===== config.mk =====
export PLATFORM = sky130hd
export DESIGN_NAME = f_pc_ctrl
export DESIGN_NICKNAME = d
export VERILOG_FILES = /design/src/rtl/f_pc_ctrl.sv
export SDC_FILE = /design/constraint.sdc
export NUM_CORES = 1
export LEC_CHECK = 0
export CORE_ASPECT_RATIO = 0.6
export CORE_MARGIN = 5
export CORE_UTILIZATION = 40
export DETAILED_ROUTE_END_ITERATION = 10
export HOLD_SLACK_MARGIN = 0.12
export PLACE_DENSITY = 0.76
export SETUP_SLACK_MARGIN = 0.15
export SYNTH_ARGS = -nofsm -noshare
export SYNTH_HDL_FRONTEND = slang
export SYNTH_SLANG_ARGS = --single-unit

===== constraint.sdc =====
create_clock -name clk -period 8.6 [get_ports clk]
set_input_delay 0.86 -clock clk [delete_from_list [all_inputs] [get_ports clk]]
set_output_delay 0.86 -clock clk [all_outputs]
set_load 0.1 [all_outputs]

===== src/rtl/f_pc_ctrl.sv =====
`default_nettype none
// ============================================================================
//  Module   : f_pc_ctrl
//  Purpose  : Fetch-stage PC owner for the 5-stage MIPS pipeline. Holds the
//             PC register and selects the next fetch address. In priority
//             order the sources are: reset, exception entry, eret return,
//             stall hold, D-stage branch/jump, and sequential PC+4. It also
//             flags fetch address errors (AdEL) and delay-slot membership
//             of the F-stage instruction for the exception path.
//  Revision : 1.0  initial release
// ----------------------------------------------------------------------------
//  Ports
//    clk            in   1   clock, all state updates on posedge
//    reset          in   1   synchronous, active-high
//    i_stall        in   1   hazard stall, F and D hold
//    i_npcOp        in   3   D-stage next-PC select (PC4/BRANCH/J/JR)
//    i_D_pc         in   32  PC of the D-stage instruction
//    i_jumpEn_of_B  in   1   D-stage branch condition is true
//    i_imm16        in   16  branch offset in words
//    i_imm26        in   26  j/jal index
//    i_ra_of_jr     in   32  forwarded rs value for jr/jalr
//    i_exc_req      in   1   CP0 takes an exception/interrupt this cycle
//    i_eret         in   1   unstalled eret in D
//    i_epc          in   32  forwarded EPC value
//    o_F_pc         out  32  current fetch PC (IM address)
//    o_npc          out  32  value the PC register loads at the next edge
//    o_F_bd         out  1   F-stage instruction sits in a delay slot
//    o_F_adel       out  1   F-stage address misaligned or out of range
//    o_F_kill       out  1   turn the F-stage instruction into a nop in D
// ============================================================================
module f_pc_ctrl #(
   parameter logic [31:0] RESET_PC   = 32'h0000_3000,
   parameter logic [31:0] EXC_VECTOR = 32'h0000_4180,
   parameter logic [31:0] IM_BASE    = 32'h0000_3000,
   parameter logic [31:0] IM_BYTES   = 32'h0000_4000
) (
   input  logic        clk,
   input  logic        reset,
   input  logic        i_stall,
   input  logic [2:0]  i_npcOp,
   input  logic [31:0] i_D_pc,
   input  logic        i_jumpEn_of_B,
   input  logic [15:0] i_imm16,
   input  logic [25:0] i_imm26,
   input  logic [31:0] i_ra_of_jr,
   input  logic        i_exc_req,
   input  logic        i_eret,
   input  logic [31:0] i_epc,
   output logic [31:0] o_F_pc,
   output logic [31:0] o_npc,
   output logic        o_F_bd,
   output logic        o_F_adel,
   output logic        o_F_kill
);

   // Next-PC select encodings shared with the D-stage decoder.
   localparam logic [2:0] C_NPC_PC4    = 3'd0;
   localparam logic [2:0] C_NPC_BRANCH = 3'd1;
   localparam logic [2:0] C_NPC_J      = 3'd2;
   localparam logic [2:0] C_NPC_JR     = 3'd3;

   // Upper fetch bound widened to 33 bits so IM_BASE+IM_BYTES cannot wrap.
   localparam logic [32:0] C_IM_LO = {1'b0, IM_BASE};
   localparam logic [32:0] C_IM_HI = {1'b0, IM_BASE} + {1'b0, IM_BYTES};

   logic [31:0] pc_q;
   logic [31:0] pc_d;

   logic [31:0] w_pc_plus4;
   logic [31:0] w_br_offset;
   logic [31:0] w_br_target;
   logic [31:0] w_j_target;
   logic        w_is_ctrl_op;
   logic        w_br_taken;
   logic [32:0] w_pc_wide;

   // ------------------------------------------------------------------------
   // Target arithmetic. Branch and jump targets come from the D-stage PC;
   // only the sequential path uses the fetch PC. All adds wrap modulo 2^32.
   // ------------------------------------------------------------------------
   assign w_pc_plus4  = pc_q + 32'd4;
   assign w_br_offset = {{14{i_imm16[15]}}, i_imm16, 2'b00};
   assign w_br_target = i_D_pc + 32'd4 + w_br_offset;
   assign w_j_target  = {i_D_pc[31:28], i_imm26, 2'b00};

   // Only the three legal control-transfer encodings count; anything else
   // is treated as plain sequential flow.
   assign w_is_ctrl_op = (i_npcOp == C_NPC_BRANCH) ||
                         (i_npcOp == C_NPC_J)      ||
                         (i_npcOp == C_NPC_JR);

   assign w_br_taken = (i_npcOp == C_NPC_BRANCH) && i_jumpEn_of_B;

   // ------------------------------------------------------------------------
   // Next-PC priority selection.
   // ------------------------------------------------------------------------
   always_comb begin
      pc_d     = w_pc_plus4;
      o_F_kill = 1'b0;
      if (i_exc_req) begin
         // Exception entry overrides everything, including a pending eret.
         pc_d = EXC_VECTOR;
      end else if (i_eret) begin
         // eret has no delay slot: the instruction already fetched behind
         // it must not execute.
         pc_d     = i_epc;
         o_F_kill = 1'b1;
      end else if (i_stall) begin
         // D is frozen, so its branch decision is not final yet.
         pc_d = pc_q;
      end else if (w_br_taken) begin
         pc_d = w_br_target;
      end else if (i_npcOp == C_NPC_J) begin
         pc_d = w_j_target;
      end else if (i_npcOp == C_NPC_JR) begin
         pc_d = i_ra_of_jr;
      end else begin
         pc_d = w_pc_plus4;
      end
   end

   // ------------------------------------------------------------------------
   // PC register.
   // ------------------------------------------------------------------------
   always_ff @(posedge clk) begin
      if (reset) begin
         pc_q <= RESET_PC;
      end else begin
         pc_q <= pc_d;
      end
   end

   // ------------------------------------------------------------------------
   // Status outputs.
   // ------------------------------------------------------------------------
   // The instruction being fetched follows a control transfer in D, so it is
   // a delay slot whether or not the branch is taken.
   assign o_F_bd = w_is_ctrl_op && !i_eret;

   assign w_pc_wide = {1'b0, pc_q};
   assign o_F_adel  = (pc_q[1:0] != 2'b00) ||
                      (w_pc_wide < C_IM_LO) ||
                      (w_pc_wide >= C_IM_HI);

   assign o_F_pc = pc_q;
   assign o_npc  = pc_d;

endmodule
`default_nettype wire


==> impl_summary.md <==
Clocking
Clock tree synthesis selected as its root buffer the cell sky130_fd_sc_hd__clkbuf_16. The H-tree was split into 2 levels. The number of hold buffers added after CTS was 0.

The maximum clock path buffer count is 2. The CTS clock-pin slew for the worst setup and hold paths is 0.05 ns. In this run, post-CTS repair resized a total of 0 instances. The number of clock sinks seen by CTS is 32. TritonCTS built the clock tree. Buffers added to address setup during post-CTS repair amount to 0.

Counting the buffers created by CTS gives 5. The later-pin clock latency in the skew report is 0.28 ns.

Route
The count of nets left with antenna violations once routing finished came out at 0. Dividing the detail-routed via count by the number of cells gives 5.88. After detailed routing, the total wire length is 22300 um.

The routed length per instance is 20.8 um. The total number of vias is 6302. The pre-antenna-repair detailed-routing pass consisted of 5 iterations. The DRC violations left is 0. The DRC violation total after the first TritonRoute iteration is 631.

Power and ir drop
For this design the static power due to leakage is 3.02 nW. The internal portion of the total power is 0.000478 W. The clock network power share is 0.205.

The part of the total power dissipated in sequential elements is 0.188. For this design the ratio of total power to cell area is 122 nW/um^2. The switching power summed over all nets is 0.000438 W. Of the total power, combinational logic draws 0.607. Of the total power, the share spent switching nets is 0.478.

The maximum ir drop on the vdd rail is 91.9 uV.

Synth
Counting distinct cell types in the post-synthesis netlist gives 71. The synthesized cell area is 5140 um^2. Sorting the synthesized cells by area gives the leading types as sky130_fd_sc_hd__ha_1 (14%), sky130_fd_sc_hd__dfxtp_1 (12%), sky130_fd_sc_hd__a21oi_1 (6.3%). After synthesis, the share of flip-flops with an asynchronous set or reset is 0. The register area share after synthesis is 0.125. The biggest area contributor in the post-synthesis netlist is sky130_fd_sc_hd__ha_1.

Each instance of the synthesized netlist takes up on average 7.20 um^2. The post-synthesis cell count is 715. The number of storage elements in the synthesis netlist is 32. The predominant post-synthesis flop cell is sky130_fd_sc_hd__dfxtp_1.

The share of the synthesized area in the top cell type is 0.143. For this run, the number of Yosys warnings is 0. The net count after synthesis is 922. The number of enable-type register cells in the synthesized netlist is 0.

STA
Hold timing on the final database bottoms out at a slack of 0.684 ns. Setup repair after global routing left no endpoint under its margin. The fmax is 159 MHz. The final-report hold violation count came to 0. The setup clock skew after layout is 0.00322 ns. The sum of negative setup slack is 0 ns. Headroom to the max-slew limit came out at 0.293.

Subtracting the final worst setup slack from the clock period gives 6.30 ns. Dividing the final minimum period by the clock period gives 0.733. The pin slew with the least headroom to its limit is 1.06 ns. The number of pins with negative max-slew slack in the final report is 0.

Setup violations remaining at the end of the flow were counted as 0.

GRT
The initial antenna violation count is 1. The overall routing resource usage is 0.274. The number of global-route vias before repair is 5876.

The global-route congestion overflow total is 0. The first-pass GRT wire length is 33300 um. The largest net degree at the start of global routing is 41.

Die
The core box area is 12700 um^2. In this run the vertical extent of the chip is 97.9 um. The overall die area is 15300 um^2. The starting density of the core is 0.404. The die is 156 um wide.

The top-level I/O count is 214. Row generation in the floorplan step produced 32 rows.

Critical path
The launch instance of the worst register-to-register path is o_F_pc[2]. The critical path in this run is classified as in2out. For this design, the slowest cell found on the critical path is sky130_fd_sc_hd__clkdlybuf4s50_1. The launching element of the worst setup path is i_imm16[15]. The delay of the slowest cell on the worst path is 1.17 ns. The worst path arrival time is 5.44 ns. The critical path goes through clkdlybuf4s50_1 -> ha_1 -> ha_1 -> or3_1 -> o221a_2 -> nand3_1 -> a21oi_1 -> o31ai_2 -> o21ai_1 -> xor2_1 -> a211oi_1 -> nor3_1 -> clkdlybuf4s50_1. STA classifies the critical path endpoint as an output pin. The worst setup path is launched from an input port. The required time of the worst setup path is 7.74 ns. Of all nets on the critical path, the largest fanout is 15. The setup slack of the worst register-to-register path is 5.60 ns.

Status
The flow ran to the end, and the final reports show no timing, DRC or antenna violations.

Finish
The multi-input gate area in the final layout is 4250 um^2. At the end of the flow, the number of nets in the layout was 1108. The growth of design area from synthesis to finish is 46.4%. The number of flip-flops in the largest register is 32. Counting the fill cells in the layout gives 1215.

The fraction of final layout cells sized beyond drive strength 1 is 0.0411. The antenna diode instance count is 0. The storage element area is 641 um^2.

Placed design
The final RePlAce weighted congestion is 0.980. Input and output buffers added on the ports amount to 213. Detailed placement ended at an HPWL of 17900 um.

Min path
The beginning of the worst hold path is o_F_pc[28]. The type of the most critical hold path is reg2reg.

Run
Across the run, the number of max-cap violations was 0.
[cell families after synthesis]
logic type,Yosys count,synth area share
AOI/OAI and AO/OA,229,0.302
xor gates and xnor gates,40,0.0681
and+or+nand+nor,259,0.245
buffers and inverters,63,0.0506
DFF,32,0.125
adders and majority gates,60,0.147
muxes,32,0.0625
[layer usage]
metal / vias to the layer above / GRT usage / share of wire
li1: 3026 / - / -
met3: 24 / 0.106 / 0.14
met2: 349 / 0.353 / 0.38
met1: 2901 / 0.428 / 0.48
met5: - / 0 / 0.00058
met4: 2 / 0.0440 / 0.0096
[metrics by stage]
stage                     power (W)   util  setup WS (ns)  std cells  cell area (um^2)
after global placement     0.000718  0.579           2.37       1064              7380
final                      0.000916  0.591           2.30       1071              7530
after CTS                  0.000906  0.591           2.35       1071              7530
after floorplan            0.000534      -           2.53        715              5140
after detailed placement   0.000718  0.579           2.38       1064              7380
after global routing       0.000957  0.591           1.99       1071              7530
[critical path, delay by kind of cell]
family	cells	cell delay (ns)
AOI/OAI and AO/OA	5	0.84
adders and majority gates	2	0.75
buffers and inverters	2	2.01
and+or+nand+nor	3	0.69
xor gates and xnor gates	1	0.28
[cell type report]
type                            count  share of cell area
Clock buffer                        7              0.0203
Inverter                           18             0.00897
Timing Repair Buffer              224               0.293
Tap cell                          170              0.0282
Multi-Input combinational cell    620               0.564
Sequential cell                    32              0.0851
[path summary, 6_finish.rpt]
check                    end  cells past startpoint
setup / recovery   o_npc[30]                     13
setup reg to reg  o_F_pc[24]                     10
hold reg to reg   o_F_pc[28]                      2
hold / removal    o_F_pc[28]                      2
[cell usage in the layout, fill, tap and decap left out, types with 8 or more instances in the layout]
cell and count:
sky130_fd_sc_hd__a211oi_1 21, sky130_fd_sc_hd__a21o_1 14, sky130_fd_sc_hd__a21oi_1 65, sky130_fd_sc_hd__and3_1 11, sky130_fd_sc_hd__buf_4 11, sky130_fd_sc_hd__clkdlybuf4s50_1 212, sky130_fd_sc_hd__dfxtp_1 32, sky130_fd_sc_hd__ha_1 59
sky130_fd_sc_hd__inv_1 17, sky130_fd_sc_hd__mux2i_1 31, sky130_fd_sc_hd__nand2_1 67, sky130_fd_sc_hd__nand3_1 22, sky130_fd_sc_hd__nand4_1 14, sky130_fd_sc_hd__nor2_1 67, sky130_fd_sc_hd__nor2b_1 17, sky130_fd_sc_hd__nor3_1 23
sky130_fd_sc_hd__nor4_1 8, sky130_fd_sc_hd__o211ai_1 21, sky130_fd_sc_hd__o21ai_0 35, sky130_fd_sc_hd__o22ai_1 12, sky130_fd_sc_hd__xnor2_1 24, sky130_fd_sc_hd__xor2_1 16
[power by group through the flow]
stage / sequential, W / clock (W) / combinational (W)
6_report: 0.000172 / 0.000188 / 0.000556
5_1_grt: 0.000173 / 0.000195 / 0.000589
4_1_cts: 0.000171 / 0.000187 / 0.000548
3_5_place_dp: 0.000174 / 0 / 0.000544
3_3_place_gp: 0.000174 / 0 / 0.000544
2_1_floorplan: 0.000225 / 0 / 0.000309
[synthesized netlist by cell type (all sizes together) (8+ instances only)]
library cell  instances
xnor2                24
dfxtp                32
mux2i                31
a211oi               21
nor2                 67
clkbuf               30
o22ai                12
nor4                  8
inv                  17
nand4                14
ha                   59
nor2b                18
and3                 11
buf                  15
o211ai               21
o31ai                 9
nor3                 25
nand2                68
a21o                 14
nand3                22
xor2                 16
a21oi                67
o21ai                37
Note: power is estimated with default switching activity, not from simulation.
